===== src/rtl/puzzle_pkg.sv =====
// Shared types and BCD helper for the password puzzle game logic.
package puzzle_pkg;

  typedef enum logic [2:0] {IDLE, LOAD, ARM, RUN, NEXT, WON, LOST} game_state_t;

  typedef logic [3:0] bcd_digit_t;

  // Two-digit BCD of a seconds value; callers keep sec <= 99.
  function automatic logic [7:0] to_bcd2(input logic [6:0] sec);
    bcd_digit_t tens;
    bcd_digit_t ones;
    tens = 4'(sec / 7'd10);
    ones = 4'(sec % 7'd10);
    return {tens, ones};
  endfunction

endpackage


===== src/rtl/round_sequencer_if.sv =====
// Game controller bundle: button/keypad/timer inputs and timer/status outputs.
interface round_sequencer_if;
  import puzzle_pkg::*;

  logic       start;
  logic       guess_valid;
  logic       guess_correct;
  logic       timer_expired;
  bcd_digit_t time_left;
  bcd_digit_t time_right;
  logic       timer_reload;
  logic       new_password;
  logic [2:0] round;
  logic [1:0] lives;
  logic       game_won;
  logic       game_lost;

  modport master (
    output start, guess_valid, guess_correct, timer_expired,
    input  time_left, time_right, timer_reload, new_password,
    input  round, lives, game_won, game_lost
  );

  modport slave (
    input  start, guess_valid, guess_correct, timer_expired,
    output time_left, time_right, timer_reload, new_password,
    output round, lives, game_won, game_lost
  );

endinterface


===== src/rtl/round_sequencer.sv =====
// Round/lives controller for the password puzzle; loads per-round BCD time into the
// countdown timer, holds it in reload outside ARM/RUN, and declares win or loss.
module round_sequencer
  import puzzle_pkg::*;
#(
  parameter int unsigned NUM_ROUNDS = 4,
  parameter int unsigned MAX_LIVES  = 3,
  parameter int unsigned START_SEC  = 30,
  parameter int unsigned STEP_SEC   = 5,
  parameter int unsigned MIN_SEC    = 10
) (
  input logic              clk,
  input logic              reset,
  round_sequencer_if.slave ctl
);

  localparam logic [2:0] LAST_ROUND = 3'(NUM_ROUNDS - 1);
  localparam logic [1:0] FULL_LIVES = 2'(MAX_LIVES);
  localparam logic [7:0] START8     = 8'(START_SEC);
  localparam logic [7:0] STEP8      = 8'(STEP_SEC);
  localparam logic [7:0] MIN8       = 8'(MIN_SEC);
  localparam logic [7:0] START_BCD  = to_bcd2(7'(START_SEC));

  // Clamp is decided before the subtraction so the 8-bit result never wraps.
  function automatic logic [6:0] round_sec(input logic [2:0] r);
    logic [7:0] step_total;
    step_total = STEP8 * {5'd0, r};
    if (START8 <= MIN8 || step_total >= START8 - MIN8) return 7'(MIN8);
    return 7'(START8 - step_total);
  endfunction

  game_state_t state, state_nxt;
  logic [2:0]  round_q, round_nxt;
  logic [1:0]  lives_q, lives_nxt;
  bcd_digit_t  tl_q, tr_q;
  logic        load_en;
  logic [7:0]  bcd_nxt;

  assign bcd_nxt = to_bcd2(round_sec(round_nxt));

  always_comb begin
    state_nxt = state;
    round_nxt = round_q;
    lives_nxt = lives_q;
    load_en   = 1'b0;
    case (state)
      IDLE, WON, LOST: begin
        if (ctl.start) begin
          state_nxt = LOAD;
          round_nxt = 3'd0;
          lives_nxt = FULL_LIVES;
          load_en   = 1'b1;
        end
      end
      LOAD: state_nxt = ARM;
      ARM:  state_nxt = RUN;
      RUN: begin
        if (ctl.guess_valid && ctl.guess_correct) begin
          state_nxt = NEXT;
        end else if (ctl.guess_valid) begin
          if (lives_q != 2'd0) lives_nxt = lives_q - 2'd1;
          if (lives_q <= 2'd1) state_nxt = LOST;
        end else if (ctl.timer_expired) begin
          state_nxt = LOST;
        end
      end
      NEXT: begin
        if (round_q == LAST_ROUND) begin
          state_nxt = WON;
        end else begin
          state_nxt = LOAD;
          round_nxt = round_q + 3'd1;
          load_en   = 1'b1;
        end
      end
      default: state_nxt = IDLE;
    endcase
  end

  always_ff @(posedge clk or posedge reset) begin
    if (reset) begin
      state   <= IDLE;
      round_q <= 3'd0;
      lives_q <= FULL_LIVES;
      tl_q    <= START_BCD[7:4];
      tr_q    <= START_BCD[3:0];
    end else begin
      state   <= state_nxt;
      round_q <= round_nxt;
      lives_q <= lives_nxt;
      if (load_en) begin
        tl_q <= bcd_nxt[7:4];
        tr_q <= bcd_nxt[3:0];
      end
    end
  end

  assign ctl.time_left    = tl_q;
  assign ctl.time_right   = tr_q;
  assign ctl.timer_reload = (state != ARM) && (state != RUN);
  assign ctl.new_password = (state == LOAD);
  assign ctl.round        = round_q;
  assign ctl.lives        = lives_q;
  assign ctl.game_won     = (state == WON);
  assign ctl.game_lost    = (state == LOST);

endmodule


===== src/flat_wrapper.sv =====
// flat-port wrapper written by rule: the top's interface ports become plain ports
module round_sequencer_flat import puzzle_pkg::*;
#(
  parameter int unsigned NUM_ROUNDS = 4,
  parameter int unsigned MAX_LIVES  = 3,
  parameter int unsigned START_SEC  = 30,
  parameter int unsigned STEP_SEC   = 5,
  parameter int unsigned MIN_SEC    = 10
)
  (clk, reset, ctl_start, ctl_guess_valid, ctl_guess_correct, ctl_timer_expired, ctl_time_left, ctl_time_right, ctl_timer_reload, ctl_new_password, ctl_round, ctl_lives, ctl_game_won, ctl_game_lost);
  round_sequencer_if ctl_i ();
  input logic clk;
  input logic reset;
  input wire logic [$bits(ctl_i.start)-1:0] ctl_start;
  input wire logic [$bits(ctl_i.guess_valid)-1:0] ctl_guess_valid;
  input wire logic [$bits(ctl_i.guess_correct)-1:0] ctl_guess_correct;
  input wire logic [$bits(ctl_i.timer_expired)-1:0] ctl_timer_expired;
  output wire logic [$bits(ctl_i.time_left)-1:0] ctl_time_left;
  output wire logic [$bits(ctl_i.time_right)-1:0] ctl_time_right;
  output wire logic [$bits(ctl_i.timer_reload)-1:0] ctl_timer_reload;
  output wire logic [$bits(ctl_i.new_password)-1:0] ctl_new_password;
  output wire logic [$bits(ctl_i.round)-1:0] ctl_round;
  output wire logic [$bits(ctl_i.lives)-1:0] ctl_lives;
  output wire logic [$bits(ctl_i.game_won)-1:0] ctl_game_won;
  output wire logic [$bits(ctl_i.game_lost)-1:0] ctl_game_lost;
  assign ctl_i.start = ctl_start;
  assign ctl_i.guess_valid = ctl_guess_valid;
  assign ctl_i.guess_correct = ctl_guess_correct;
  assign ctl_i.timer_expired = ctl_timer_expired;
  assign ctl_time_left = ctl_i.time_left;
  assign ctl_time_right = ctl_i.time_right;
  assign ctl_timer_reload = ctl_i.timer_reload;
  assign ctl_new_password = ctl_i.new_password;
  assign ctl_round = ctl_i.round;
  assign ctl_lives = ctl_i.lives;
  assign ctl_game_won = ctl_i.game_won;
  assign ctl_game_lost = ctl_i.game_lost;
  round_sequencer #(.NUM_ROUNDS(NUM_ROUNDS), .MAX_LIVES(MAX_LIVES), .START_SEC(START_SEC), .STEP_SEC(STEP_SEC), .MIN_SEC(MIN_SEC)) u_core (.clk(clk), .reset(reset), .ctl(ctl_i));
endmodule

===== config.mk =====
export PLATFORM = sky130hd
export DESIGN_NAME = round_sequencer_flat
export DESIGN_NICKNAME = d
export VERILOG_FILES = /design/src/rtl/puzzle_pkg.sv /design/src/rtl/round_sequencer_if.sv /design/src/rtl/round_sequencer.sv /design/src/flat_wrapper.sv
export SDC_FILE = /design/constraint.sdc
export NUM_CORES = 1
export LEC_CHECK = 0
export CAP_MARGIN = 25
export CORE_ASPECT_RATIO = 1.4
export CORE_MARGIN = 3
export CORE_UTILIZATION = 25
export CTS_CLUSTER_DIAMETER = 80
export CTS_CLUSTER_SIZE = 14
export DETAILED_ROUTE_END_ITERATION = 7
export GPL_TIMING_DRIVEN = 0
export SLEW_MARGIN = 20
export SYNTH_ARGS = -nofsm -noshare
export SYNTH_HDL_FRONTEND = slang
export SYNTH_SLANG_ARGS = --single-unit
export TNS_END_PERCENT = 30

===== constraint.sdc =====
create_clock -name clk -period 11.8 [get_ports clk]
set_input_delay 2.36 -clock clk [delete_from_list [all_inputs] [get_ports clk]]
set_output_delay 2.36 -clock clk [all_outputs]
set_load 0.05 [all_outputs]

# Word-level counts from Yosys, hierarchy flattened
# Cells that the tools add are included.
# op_classes
eq_ne	15
order_cmp	2
div_mod_pow	2
addsub	3
n_mux	21
multipliers	1
n_reduce_logical	8
# op_table
operator	count
two-way mux 3 bit	8
one-hot mux 3 bit (5 select lines)	1
two-way mux 7 bit	2
== test 3 x 2 -> 1 bit (second input constant)	3
== test 3 bit (second input constant)	3
two-way mux 2 bit	4
divider 7 x 4 -> 7 bit (second input constant)	1
remainder unit 7 x 4 -> 7 bit (second input constant)	1
subtractor 5 x 6 -> 7 bit (first input constant)	1
>= comparator 6 x 5 -> 1 bit (second input constant)	1
multiplier 3 x 3 -> 6 bit (first input constant)	1
inequality test 2 bit (second input constant)	3
inequality test 3 x 2 -> 1 bit (second input constant)	2
one-hot mux 3 bit (2 select lines)	1
AND reduction 5 bit	1
inequality test 4 x 2 -> 1 bit (second input constant)	1
inequality test 4 x 3 -> 1 bit (second input constant)	1
one-hot mux 2 bit (2 select lines)	1
nonzero test 2 bit	2
adder 3 x 1 -> 3 bit (second input constant)	1
== test 3 x 1 -> 1 bit (second input constant)	1
zero test 3 bit	1
two-way mux 1 bit	3
AND reduction 3 bit	1
other kinds (6)	7
# word_totals
wordCells	57
in_bits	6
register_bits	16

# Longest topological paths before layout
# depth
word_depth	8
depth_mapped	16
ltp_nobuf	15

# Worst setup path before layout
# Ideal clock, no wire load.
# synth_timing
path_kind	input -> register
start	input ctl_start
end	register u_core.tr_q[1], in the netlist u_core.ctl.time_right[1]
setup_ns	0.082
n_path_buf	2
cell_stages	15
setup_slack_ns	5.917
required_ns	11.718
t_arrival_ns	5.801
cell_sequence	buf_2 -> nand2_1 -> o221a_4 -> a21o_1 -> a21o_1 -> ha_1 -> ha_1 -> clkbuf_1 -> or2_2 -> a21oi_1 -> o21ai_0 -> or4_4 -> a22o_1 -> or3_1 -> a31oi_1
# synth_between
elab_chain_cells	7
elab_cells_between_ends	10
# synth_lines
element	line	rtl
from (decl)	flat_wrapper.sv:14	input wire logic [$bits(ctl_i.start)-1:0] ctl_start;
two-way mux 3 bit (*)	round_sequencer.sv:48	if (ctl.start) begin
one-hot mux 3 bit (2 select lines) (*)	round_sequencer.sv:46	case (state)
via u_core.round_nxt[0]	round_sequencer.sv:33	logic [2:0] round_q, round_nxt;
multiplier 3 x 3 -> 6 bit (*)	round_sequencer.sv:27	step_total = STEP8 * {5'd0, r};
>= comparator 6 x 5 -> 1 bit	round_sequencer.sv:28	if (START8 <= MIN8 || step_total >= START8 - MIN8) return 7'(MIN8);
two-way mux 1 bit	round_sequencer.sv:28	
two-way mux 7 bit (*)	round_sequencer.sv:29	return 7'(START8 - step_total);
remainder unit 7 x 4 -> 7 bit (*)	puzzle_pkg.sv:13	ones = 4'(sec % 7'd10);
to (signal assigned)	round_sequencer.sv:86	tr_q <= START_BCD[3:0];
to (signal assigned)	round_sequencer.sv:93	tr_q <= bcd_nxt[3:0];
to (decl)	round_sequencer.sv:35	bcd_digit_t tl_q, tr_q;
# Mark *: on every way through the listed nets, which the timed path passes. The rest lies on a longest branch.
# A chain may end at the register's enable or synchronous reset.

# Worst setup path after layout
# Ends and elaborated chain as after synthesis.

==> metrics <==
status completed; HP Class reg2reg; clk_skew 3.514 ps; cells after synthesis 163; Levels on crit path 16; Bufs and invs on worst path 2; post-synthesis sequential area ratio 0.2937; Post-CTS Resized 0; GRT overflow 0; Crit. End Element flop; CP max-delay cell a21oi_1; Post-synth EDFFs 0; DP Area 1673 sq um; Leakage 0.7420 nW; GR Util met2 0.2072; Setup-failing EPs final 0; critical path required time 11980 ps; Slew Limit Fails 0; FFs w/ async S/R, synth 1.000; number of warning messages in the yosys log 0; Worst Setup EP u_core.ctl.time_right[1]$_DFFE_PP0P_; Skew-Pair Late Insertion Delay 250 ps; Post-Syn Area 1380 sq um; CTS buffer count 3; vias per inst 5.201; commonest non-fill, non-tap cells in the layout clkdlybuf4s50_1, nand2_1, nor2_1, o21ai_0, dfrtp_1; most used routing layer met2; Max FO, Critical Path 10; Max stage delay on crit path 430 ps; vias post-DR 1321; Max Cap Violations 0; largest net degree at the start of global routing 17; P&R area growth vs syn 25.20%; Iter 0 DRT Violations 122; crit path from ctl_start; antenna violations before repair 0; Post-Place Cells 250; clk buf depth 2; top cells by area, synth dfrtp_1, dfstp_2, ha_1, o21ai_0, nand2_1; total negative slack 0 ps; gpl congestion 0.8863; Die ar. 6461 sq um; CP cell instances buf_2 > nand2_1 > o221a_4 > a21o_1 > a21o_1 > ha_1 > ha_1 > clkbuf_1 > or2_2 > a21oi_1 > and2_1 > nand3_1 > nor3_1 > o22ai_1 > or3_1 > a31oi_1; Worst Setup Start Kind primary input; Detailed Routing Iterations Pass 1 4; row cnt 31; RSZ-0062 raised after global routing no; final net count 203; first-pass GRT wire length 5934 um; TritonCTS clock tree done; mean post-synth cell area 8.467 sq um; # diodes 0; post-synth top area cell dfrtp_1; hold-fix buffers at CTS 0; DR DRC count 0; worst vdd ir 0.04895 mV; routed len/inst 13.27 um; Finished Cell Area 1728 sq um; kind of critical path in2reg; # IOs 23; Yosys cell types 54; Final HPWL DP 2655 um; final hold viol count 0; commonest non-fill, non-tap cell in the layout clkdlybuf4s50_1; chip height 93.91 um; Root Driver clkbuf_8; Yosys reg bits 16; antenna-violating nets left 0; RR Endpoint u_core.ctl.time_right[1]$_DFFE_PP0P_; H-tree depth 1; Starting Density 0.2616; vias in the first global route 1265; Reg clk slew, reported paths 60 ps; reg2reg start u_core.ctl.round[0]$_DFF_PP0_; Reg2Reg Setup Slack 7140 ps; ys flop type dfrtp_1; Worst Max-Slew Pin Slew 624.2 ps; syn_nets 177; drt total wl 3371 um; Slew HR 0.5834; Final Critical Period 6151 ps; Die Wd 68.80 um; met1 usage 0.1337; IO buf count 21; Largest delay share family, worst path compound AO/OA/AOI/OAI gates; Post CTS Setup Buffer Count 0; layout cell share with drive strength beyond 1 0.1436; Global Route Usage Sum 0.1165; met3 global-route usage 0.01198; final cell count without fillers 254; fin crit share 0.5213; crit path DAT 6330 ps; pwr/cell area 247.5 nW/um^2; top cell type's share of synthesized area 0.2176; clock tree sinks 16; FF-to-FF path depth 16; core area 5275 sq um; Achievable Freq 162.6 MHz
-- sequential cells by signal, summed over array words and instances, names as in the netlist --
name	flops
u_core.ctl.time_right	4
u_core.state	3
u_core.ctl.lives	2
u_core.ctl.round	3
u_core.ctl.time_left	4
-- synth_stat cells, types with 2 or more instances --
library cell and n:
nand2_1 15, nor2_1 14, dfrtp_1 12, o21ai_0 12, ha_1 8, inv_1 7
nor3_1 6, a21oi_1 5, nand3_1 5, clkbuf_1 4, dfstp_2 4, mux2i_1 4
nand4_1 4, o211ai_1 4, a31oi_1 3, buf_2 3, nand2b_1 3, nand4b_1 3
o22ai_1 3, a21o_1 2, a22o_1 2, a41oi_1 2, and3b_1 2, nor2b_1 2
nor4_1 2, o31ai_1 2, or2_2 2, or3_1 2
-- final cells by class --
class / instances / area [sq um]
inverters: 8 / 30.03
flip-flops and latches: 16 / 405.4
well taps: 66 / 82.58
multi-input cells: 130 / 895.9
clock buffers: 4 / 55.05
fillers: 578 / 3547
plain buffers: 9 / 48.80
repair buffers: 21 / 210.2
-- metal layers --
layer	share of wire	routed length [um]
met1	0.41	1386
met2	0.53	1796
met3	0.034	114
met4	0.022	74
met5	0	0
-- logic make-up after synthesis --
group,Yosys count,share of synthesized area
AND/OR/NAND/NOR,70,0.2838
AO/OA/AOI/OAI,45,0.2439
buffers and inverters,17,0.05711
flip-flops,16,0.2937
adder cells (fa/ha/maj),9,0.07979
multiplexers,4,0.02901
XOR/XNOR,2,0.01269
-- tightest hold or removal path, delay by kind of cell, from the launching register on --
| kind | cells | cell delay (ps) |
|---|---|---|
| DFF | 1 | 370 |
| and+or+nand+nor | 1 | 40 |
| AOI/OAI and AO/OA | 1 | 60 |
-- per-stage QoR --
step	hold WS, ps	total power [mW]	setup slack [ps]	util
finish	477.5	0.4277	5649	0.3276
global route	517.2	0.4639	5266	0.3276
CTS	481.1	0.4302	5651	0.3276
detailed placement	469.8	0.3798	5387	0.3171
global placement	471.7	0.3784	5378	0.3171
floorplan	588.7	0.3087	5917	-
-- where the power goes --
group / internal [mW] / leakage [nW] / switching, mW / total [mW]
Clock: 0.0296 / 0.0288 / 0.0202 / 0.0498
Combinational: 0.107 / 0.516 / 0.179 / 0.286
Sequential: 0.0775 / 0.197 / 0.0144 / 0.0919
-- worst min path at each step --
stage | from | end | slack (ps) | depth (start not counted)
floorplan | u_core.ctl.time_left[1]$_DFFE_PP1P_ | u_core.ctl.time_left[1]$_DFFE_PP1P_ | 590 | 2
finish | u_core.ctl.time_left[1]$_DFFE_PP1P_ | u_core.ctl.time_left[1]$_DFFE_PP1P_ | 480 | 2
global route | u_core.ctl.time_left[2]$_DFFE_PP0P_ | u_core.ctl.time_left[2]$_DFFE_PP0P_ | 520 | 2
detailed placement | u_core.ctl.time_left[3]$_DFFE_PP0P_ | u_core.ctl.time_left[3]$_DFFE_PP0P_ | 470 | 2
CTS | u_core.ctl.time_left[1]$_DFFE_PP1P_ | u_core.ctl.time_left[1]$_DFFE_PP1P_ | 480 | 2
global placement | u_core.ctl.time_left[1]$_DFFE_PP1P_ | u_core.ctl.time_left[1]$_DFFE_PP1P_ | 470 | 2
(Power assumes the default switching activity.)
